`config.mk`:
```
export PLATFORM = sky130hd
export DESIGN_NAME = wbs_host_arb
export DESIGN_NICKNAME = d
export VERILOG_FILES = /design/src/rtl/wbs_host_arb_pkg.sv /design/src/rtl/wbs_tmo_cnt.sv /design/src/rtl/wbs_host_arb.sv
export SDC_FILE = /design/constraint.sdc
export NUM_CORES = 1
export LEC_CHECK = 0
export CELL_PAD_IN_SITES_DETAIL_PLACEMENT = 1
export CELL_PAD_IN_SITES_GLOBAL_PLACEMENT = 2
export CORE_AREA = 2 2 191 137
export DETAILED_ROUTE_END_ITERATION = 6
export DIE_AREA = 0 0 193 139
export HOLD_SLACK_MARGIN = 0.08
export PLACE_DENSITY_LB_ADDON = 0.1
export SYNTH_ARGS = -nofsm -noshare
export SYNTH_HDL_FRONTEND = slang
export SYNTH_SLANG_ARGS = --single-unit
```
`constraint.sdc`:
```
create_clock -name wb_clk_i -period 2.55 [get_ports wb_clk_i]
set_input_delay 0.3825 -clock wb_clk_i [delete_from_list [all_inputs] [get_ports wb_clk_i]]
set_output_delay 0.3825 -clock wb_clk_i [all_outputs]
set_load 0.01 [all_outputs]
```
`src/rtl/wbs_host_arb_pkg.sv`:
```
// ---------------------------------------------------------------------------
// wbs_host_arb_pkg
//
// Shared definitions for the two-master Wishbone host arbiter.
//
// Contents:
//   arb_state_t   - 2-bit arbiter FSM state encoding (IDLE, GNT0, GNT1, TMO)
//   TMO_DATA      - read data returned to a master whose cycle timed out
//   TMO_CNT_W     - width of the slave-ack timeout counter
//   grant_onehot  - converts a master index into the one-hot grant vector
// ---------------------------------------------------------------------------
package wbs_host_arb_pkg;

  // The GNT states are encoded so that their bit pattern is already the
  // one-hot grant vector. This keeps the status output easy to read on a
  // waveform.
  typedef enum logic [1:0] {
    ST_IDLE = 2'b00,
    ST_GNT0 = 2'b01,
    ST_GNT1 = 2'b10,
    ST_TMO  = 2'b11
  } arb_state_t;

  // Recognisable filler data handed back on a timeout termination, so that
  // software reading a dead slave sees an obviously bogus value.
  localparam logic [31:0] TMO_DATA = 32'hDEAD_0BAD;

  // The timeout counter is 16 bits wide, which covers TMO_CYCLES up to 65535.
  localparam int TMO_CNT_W = 16;

  // Master index (0 or 1) to one-hot grant vector.
  function automatic logic [1:0] grant_onehot(input logic owner);
    return owner ? 2'b10 : 2'b01;
  endfunction

endpackage

```
`src/rtl/wbs_tmo_cnt.sv`:
```
// ---------------------------------------------------------------------------
// wbs_tmo_cnt
//
// Slave-ack timeout counter for the Wishbone host arbiter. It counts
// consecutive stall cycles, where the slave strobe is high and no ack has
// come back, and flags the stall cycle that would bring the count up to
// TMO_CYCLES.
//
// Parameters:
//   TMO_CYCLES - number of stall cycles tolerated before a timeout (2..65535)
//
// Ports:
//   i_clk  in   clock
//   i_rst  in   synchronous active-high reset
//   i_clr  in   clear the count (no grant active, or the slave acked)
//   i_inc  in   this cycle is a stall cycle
//   o_hit  out  this stall cycle is the TMO_CYCLES-th one in a row
// ---------------------------------------------------------------------------
module wbs_tmo_cnt
  import wbs_host_arb_pkg::*;
#(
  parameter int TMO_CYCLES = 255
) (
  input  logic i_clk,
  input  logic i_rst,
  input  logic i_clr,
  input  logic i_inc,
  output logic o_hit
);

  // o_hit looks one step ahead. While the register holds TMO_CYCLES-1 and
  // another stall is in progress, this cycle is the one that reaches the
  // limit. The arbiter can then enter TMO on the very next edge. An ack in
  // this cycle drops i_inc, so the ack always beats the timeout.
  localparam logic [TMO_CNT_W-1:0] LAST_STALL = TMO_CNT_W'(TMO_CYCLES - 1);

  logic [TMO_CNT_W-1:0] r_count;

  // Stall counter. Clearing takes priority over counting. Once the hit
  // fires, the arbiter leaves the grant state, so the count never needs
  // to saturate.
  always_ff @(posedge i_clk) begin
    if (i_rst || i_clr) begin
      r_count <= '0;
    end else if (i_inc) begin
      r_count <= r_count + TMO_CNT_W'(1);
    end
  end

  // The hit is purely combinational on the current stall and the stored count.
  always_comb begin
    o_hit = i_inc && (r_count == LAST_STALL);
  end

endmodule

```
`src/rtl/wbs_host_arb.sv`:
```
// ---------------------------------------------------------------------------
// wbs_host_arb
//
// Two-master to one-slave Wishbone arbiter. It uses round-robin priority
// between cycles and holds the grant for the whole bus cycle. A slave-ack
// timeout terminates a stuck cycle with an error and recognisable filler
// data.
//
// Parameters:
//   AW, DW      - Wishbone address / data widths (sel width is DW/8)
//   TMO_CYCLES  - stall cycles tolerated before a timeout termination
//
// Ports:
//   wb_clk_i, wb_rst_i        clock, synchronous active-high reset
//   m0_* / m1_*               master ports: cyc, stb, we, sel, adr, dat in;
//                             ack, err, dat out
//   s_*_o                     slave request: cyc, stb, we, sel, adr, dat
//   s_ack_i, s_dat_i          slave response
//   gnt_o                     one-hot current grant, 00 while idle
//   tmo_flag_o / tmo_clr_i    sticky timeout flag and its clear
// ---------------------------------------------------------------------------
module wbs_host_arb
  import wbs_host_arb_pkg::*;
#(
  parameter int AW         = 32,
  parameter int DW         = 32,
  parameter int TMO_CYCLES = 255
) (
  input  logic              wb_clk_i,
  input  logic              wb_rst_i,

  input  logic              m0_cyc_i,
  input  logic              m0_stb_i,
  input  logic              m0_we_i,
  input  logic [DW/8-1:0]   m0_sel_i,
  input  logic [AW-1:0]     m0_adr_i,
  input  logic [DW-1:0]     m0_dat_i,
  output logic              m0_ack_o,
  output logic              m0_err_o,
  output logic [DW-1:0]     m0_dat_o,

  input  logic              m1_cyc_i,
  input  logic              m1_stb_i,
  input  logic              m1_we_i,
  input  logic [DW/8-1:0]   m1_sel_i,
  input  logic [AW-1:0]     m1_adr_i,
  input  logic [DW-1:0]     m1_dat_i,
  output logic              m1_ack_o,
  output logic              m1_err_o,
  output logic [DW-1:0]     m1_dat_o,

  output logic              s_cyc_o,
  output logic              s_stb_o,
  output logic              s_we_o,
  output logic [DW/8-1:0]   s_sel_o,
  output logic [AW-1:0]     s_adr_o,
  output logic [DW-1:0]     s_dat_o,
  input  logic              s_ack_i,
  input  logic [DW-1:0]     s_dat_i,

  output logic [1:0]        gnt_o,
  output logic              tmo_flag_o,
  input  logic              tmo_clr_i
);

  // The filler word is fitted to the bus width. Wider buses get zero
  // extension and narrower buses keep the low bits.
  localparam logic [DW-1:0] TMO_DATA_DW = DW'(TMO_DATA);

  arb_state_t r_state;
  arb_state_t w_nextState;

  // r_owner names the master that holds (or is about to hold) the grant.
  // The TMO state needs it to know which master gets the error. When both
  // masters request at once, r_lastGrant picks the one that is not
  // r_lastGrant.
  logic r_owner;
  logic r_lastGrant;
  logic r_tmoFlag;

  logic w_inGrant;
  logic w_ownerCyc;
  logic w_stall;
  logic w_cntClr;
  logic w_tmoHit;

  // Decode the grant and the owner's cycle request. A stall is a granted
  // cycle whose strobe is up with no ack. s_stb_o comes from the master
  // mux only, so no path runs from s_ack_i back onto the slave request.
  always_comb begin
    w_inGrant  = (r_state == ST_GNT0) || (r_state == ST_GNT1);
    w_ownerCyc = r_owner ? m1_cyc_i : m0_cyc_i;
    w_stall    = w_inGrant && s_stb_o && !s_ack_i;
    w_cntClr   = !w_inGrant || s_ack_i;
  end

  // The counter is held at zero outside the grant states. Every entry into
  // GNTN therefore starts from a clean count, including a return from TMO.
  wbs_tmo_cnt #(
    .TMO_CYCLES (TMO_CYCLES)
  ) u_tmoCnt (
    .i_clk (wb_clk_i),
    .i_rst (wb_rst_i),
    .i_clr (w_cntClr),
    .i_inc (w_stall),
    .o_hit (w_tmoHit)
  );

  // Next-state logic. Arbitration happens only in IDLE, so a granted master
  // keeps the bus for its whole cycle. Dropping cyc always wins over a
  // pending timeout, which also covers a master that abandons a stalled
  // strobe. TMO lasts one cycle, then resumes the owner's grant or goes
  // idle.
  always_comb begin
    w_nextState = r_state;
    case (r_state)
      ST_IDLE: begin
        if (m0_cyc_i && m1_cyc_i) begin
          w_nextState = r_lastGrant ? ST_GNT0 : ST_GNT1;
        end else if (m0_cyc_i) begin
          w_nextState = ST_GNT0;
        end else if (m1_cyc_i) begin
          w_nextState = ST_GNT1;
        end
      end
      ST_GNT0, ST_GNT1: begin
        if (!w_ownerCyc) begin
          w_nextState = ST_IDLE;
        end else if (w_tmoHit) begin
          w_nextState = ST_TMO;
        end
      end
      ST_TMO: begin
        if (!w_ownerCyc) begin
          w_nextState = ST_IDLE;
        end else begin
          w_nextState = r_owner ? ST_GNT1 : ST_GNT0;
        end
      end
      default: begin
        w_nextState = ST_IDLE;
      end
    endcase
  end

  // State, owner, priority pointer and sticky flag. The pointer moves
  // whenever a bus cycle ends, whether from a grant or from TMO. In that
  // case the departing owner becomes the "last granted" master. Entering
  // TMO sets the flag even if a clear arrives in the same cycle.
  always_ff @(posedge wb_clk_i) begin
    if (wb_rst_i) begin
      r_state     <= ST_IDLE;
      r_owner     <= 1'b0;
      r_lastGrant <= 1'b1;
      r_tmoFlag   <= 1'b0;
    end else begin
      r_state <= w_nextState;
      if (w_nextState == ST_GNT0) begin
        r_owner <= 1'b0;
      end else if (w_nextState == ST_GNT1) begin
        r_owner <= 1'b1;
      end
      if ((r_state != ST_IDLE) && (w_nextState == ST_IDLE)) begin
        r_lastGrant <= r_owner;
      end
      if (w_nextState == ST_TMO) begin
        r_tmoFlag <= 1'b1;
      end else if (tmo_clr_i) begin
        r_tmoFlag <= 1'b0;
      end
    end
  end

  // Output routing. By default everything is quiet, and a late ack that
  // lands while idle goes nowhere. In a grant state the owner's request
  // passes straight to the slave and the slave response passes straight
  // back to it. In TMO the slave is released and the owner gets
  // ack + err with the filler data. gnt_o still shows the owner during TMO,
  // because the owner keeps the bus if its cycle continues.
  always_comb begin
    s_cyc_o  = 1'b0;
    s_stb_o  = 1'b0;
    s_we_o   = 1'b0;
    s_sel_o  = '0;
    s_adr_o  = '0;
    s_dat_o  = '0;
    m0_ack_o = 1'b0;
    m0_err_o = 1'b0;
    m0_dat_o = '0;
    m1_ack_o = 1'b0;
    m1_err_o = 1'b0;
    m1_dat_o = '0;
    gnt_o    = 2'b00;
    case (r_state)
      ST_GNT0: begin
        s_cyc_o  = m0_cyc_i;
        s_stb_o  = m0_stb_i;
        s_we_o   = m0_we_i;
        s_sel_o  = m0_sel_i;
        s_adr_o  = m0_adr_i;
        s_dat_o  = m0_dat_i;
        m0_ack_o = s_ack_i;
        m0_dat_o = s_dat_i;
        gnt_o    = grant_onehot(1'b0);
      end
      ST_GNT1: begin
        s_cyc_o  = m1_cyc_i;
        s_stb_o  = m1_stb_i;
        s_we_o   = m1_we_i;
        s_sel_o  = m1_sel_i;
        s_adr_o  = m1_adr_i;
        s_dat_o  = m1_dat_i;
        m1_ack_o = s_ack_i;
        m1_dat_o = s_dat_i;
        gnt_o    = grant_onehot(1'b1);
      end
      ST_TMO: begin
        gnt_o = grant_onehot(r_owner);
        if (r_owner) begin
          m1_ack_o = 1'b1;
          m1_err_o = 1'b1;
          m1_dat_o = TMO_DATA_DW;
        end else begin
          m0_ack_o = 1'b1;
          m0_err_o = 1'b1;
          m0_dat_o = TMO_DATA_DW;
        end
      end
      default: begin
      end
    endcase
  end

  // Sticky timeout status.
  always_comb begin
    tmo_flag_o = r_tmoFlag;
  end

endmodule
```
==> results.md <==
* GRT overflow at 0
* Antenna Nets Post-Route at 0
* Yosys top cell by area: a22oi_1
* Via count at 4,180
* Worst skew pair latency at 0.25 ns
* Cell area after layout at 6690 um^2
* Hold_ws at 0.525 ns
* Total GRT Usage at 0.135
* CP Launch Type: flop
* Tmin final at 2.46 ns
* Post-CTS Hold Buffers at 0
* Area Overhead vs Synth at 147%
* Asr flop ratio synth at 0
* Sink Count at 21
* Die width at 193 um
* Synth Warn # at 0
* Routability cong. at 0.816
* Max frequency at 0.406 GHz
* Final WL at 19,800 um
* 1st-pass router iterations at 4
* Commonest cells post-synth: nand2_1, nor2b_1, a22oi_1
* CP Data Required Time at 2.17 ns
* Clock Tree Buf Depth at 2
* CP bufs+invs at 4
* Fraction of the cycle the final worst path needs at 0.966
* DRC viols at 0
* Synth Net Count at 600
* Core area at 25,100 um^2
* Final Slew Violations at 0
* Clk slew on worst S/H paths at 0.06 ns
* Post-DR wirelength/cell at 18.8 um
* Fin util at 0.266
* Slew @ Worst Pin at 0.417 ns
* Layout Skew at 0.00313 ns
* Critical path cell sequence: inv_1 > buf_4 > ha_4 > buf_12 > a22oi_1 > nor2b_1 > clkdlybuf4s50_1
* Share of cells above drive strength 1 at 0.0540
* Iter 0 DRT Violations at 108
* TritonCTS clock tree: built
* Row cnt at 49
* Max_slew headroom at 0.721
* Max stage delay on crit path at 0.55 ns
* Area after DPL at 6420 um^2
* Unrepaired setup endpoints after global routing: yes
* Syn Inst Count at 415
* Final setup violation count at 0
* Pwr Density at 636 nW/um^2
* Seq/Total Area, Yosys at 0.155
* Maximum VDD drop at 0.319 mV
* Yosys cell types at 37
* Setup_tns at 0 ns
* Post-synth EDFFs at 0
* Worst path slowest cell: clkdlybuf4s50_1
* Post-DP HPWL at 16,100 um
* Vias in the first global route at 4,452
* Final hold viol count at 0
* CP Capture Type: primary output
* Root buffer cell: clkbuf_16
* Top post-synthesis cells by area: a22oi_1, nor2b_1, dfxtp_1
* Die area at 26,800 um^2
* Worst setup path class: reg -> out
* Num CTS Buffers at 3
* Status: complete, no violations
* R2r setup slk at 0.42 ns
* # IOs at 320
* Chip Height at 139 um
* Mean area per synthesized cell at 6.52 um^2
* H-tree levels at 1
* Average vias per placed instance at 3.97
* Crit path max fanout at 25
* MaxCap Viol Count at 0
* Synthesized cell area at 2710 um^2
* Area fraction of the dominant cell type after synthesis at 0.194
* Pin count of the biggest net entering global routing at 47
* Prevailing post-synth register cell: dfxtp_1
* Flops & latches, synth at 21
* Top-count cell post-synth: nand2_1
* CP top delay family: buffers and inverters
* Leakage Power at 3.20 nW
* Crit path arrival time at 2.08 ns
* Worst hold-check path type: reg -> reg
* Final #Nets at 908
* Initial antenna violation count at 1
* Port Buffers at 319
* Global-route wire length before repair at 27,500 um
* Initial core utilization at 0.108
-- state kept, by name (all words and copies together), names as in the netlist --
name / flops
u_tmoCnt.r_count: 16
r_owner: 1
r_lastGrant: 1
r_state: 2
tmo_flag_o: 1
-- through the flow --
step / std cells / power (mW) / worst slack [ns]
floorplan: 415 / 2.00 / 0.595
global placement: 1046 / 3.93 / 0.229
detailed placement: 1046 / 3.94 / 0.242
CTS: 1051 / 4.30 / -0.0340
global route: 1054 / 4.59 / -0.0113
finish: 1054 / 4.26 / 0.0869
-- repair_timing --
action / CTS / global route
gates cloned: 0 / 1
buffers inserted: 1 / 1
setup endpoints to repair: 5 / 58
gates resized for setup: 1 / 53
hold endpoints to repair: 0 / 0
-- placed cells by master (no fill, tap or decap), types with 2 or more instances in the layout --
master,netlist,final
nand3b_1,2,2
dfxtp_1,21,21
o21ai_0,5,5
ha_1,7,4
a22oi_2,0,2
and2_1,28,28
inv_1,5,4
nor2_1,22,22
o211ai_1,2,2
a22oi_1,70,68
dlymetal6s2s_1,0,47
xnor2_1,2,2
nand3_1,6,6
nor3_1,3,3
buf_4,0,12
buf_6,0,3
nor2b_1,73,73
nand4_1,5,5
buf_12,0,7
and3_1,2,2
inv_2,1,2
a21oi_1,5,5
xor2_1,13,13
ha_4,0,3
and4_4,2,2
clkdlybuf4s50_1,0,272
nand2_1,89,89
clkbuf_16,0,4
-- layout make-up --
cell class	count	area, um^2
Multi-Input combinational cell	349	2150
Inverter	6	22.5
Tap cell	331	414
Timing Repair Buffer	342	3600
Sequential cell	21	420
Clock buffer	3	75.1
Clock inverter	1	5.00
Antenna cell	1	2.50
Fill cell	2975	18400
-- logic make-up after synthesis --
logic type,after synthesis,synth area share
XOR/XNOR,15,0.0486
adder cells (fa/ha/maj),7,0.0324
flip-flops,21,0.155
AO/OA/AOI/OAI,89,0.245
multiplexers,1,0.00370
buffers and inverters,45,0.0666
AND/OR/NAND/NOR,237,0.449
-- worst reg2reg max path, cell delays in order (launching register included) --
cell     delay, ns
dfxtp_1       0.31
inv_1         0.12
buf_4         0.16
ha_4          0.23
buf_12        0.20
a22oi_4       0.10
nor2_1        0.18
nand3_1       0.18
a21oi_1       0.29
nor3_1        0.10
mux2i_1       0.13
-- metal layers --
metal  vias up  GRT usage  share of wire
met3         8     0.0369          0.093
li1       2022          -              -
met2       186      0.274           0.54
met1      1964      0.138           0.36
met4         0     0.0171          0.011
met5         -          0              0
-- final timing paths --
kind / cells past startpoint / to / startpoint
max: 7 / s_adr_o[15] / r_state[0]$_SDFF_PP0_
min: 2 / u_tmoCnt.r_count[15]$_SDFFE_PP0P_ / u_tmoCnt.r_count[15]$_SDFFE_PP0P_
max reg2reg: 10 / r_lastGrant$_SDFFE_PP1P_ / r_state[0]$_SDFF_PP0_
min reg2reg: 2 / u_tmoCnt.r_count[15]$_SDFFE_PP0P_ / u_tmoCnt.r_count[15]$_SDFFE_PP0P_
-- power breakdown --
group | internal [mW] | total, mW | switching, mW
logic | 1.87 | 3.54 | 1.67
registers | 0.357 | 0.383 | 0.0257
clock network | 0.210 | 0.332 | 0.122
No activity file was read; power rests on OpenSTA's default activity.
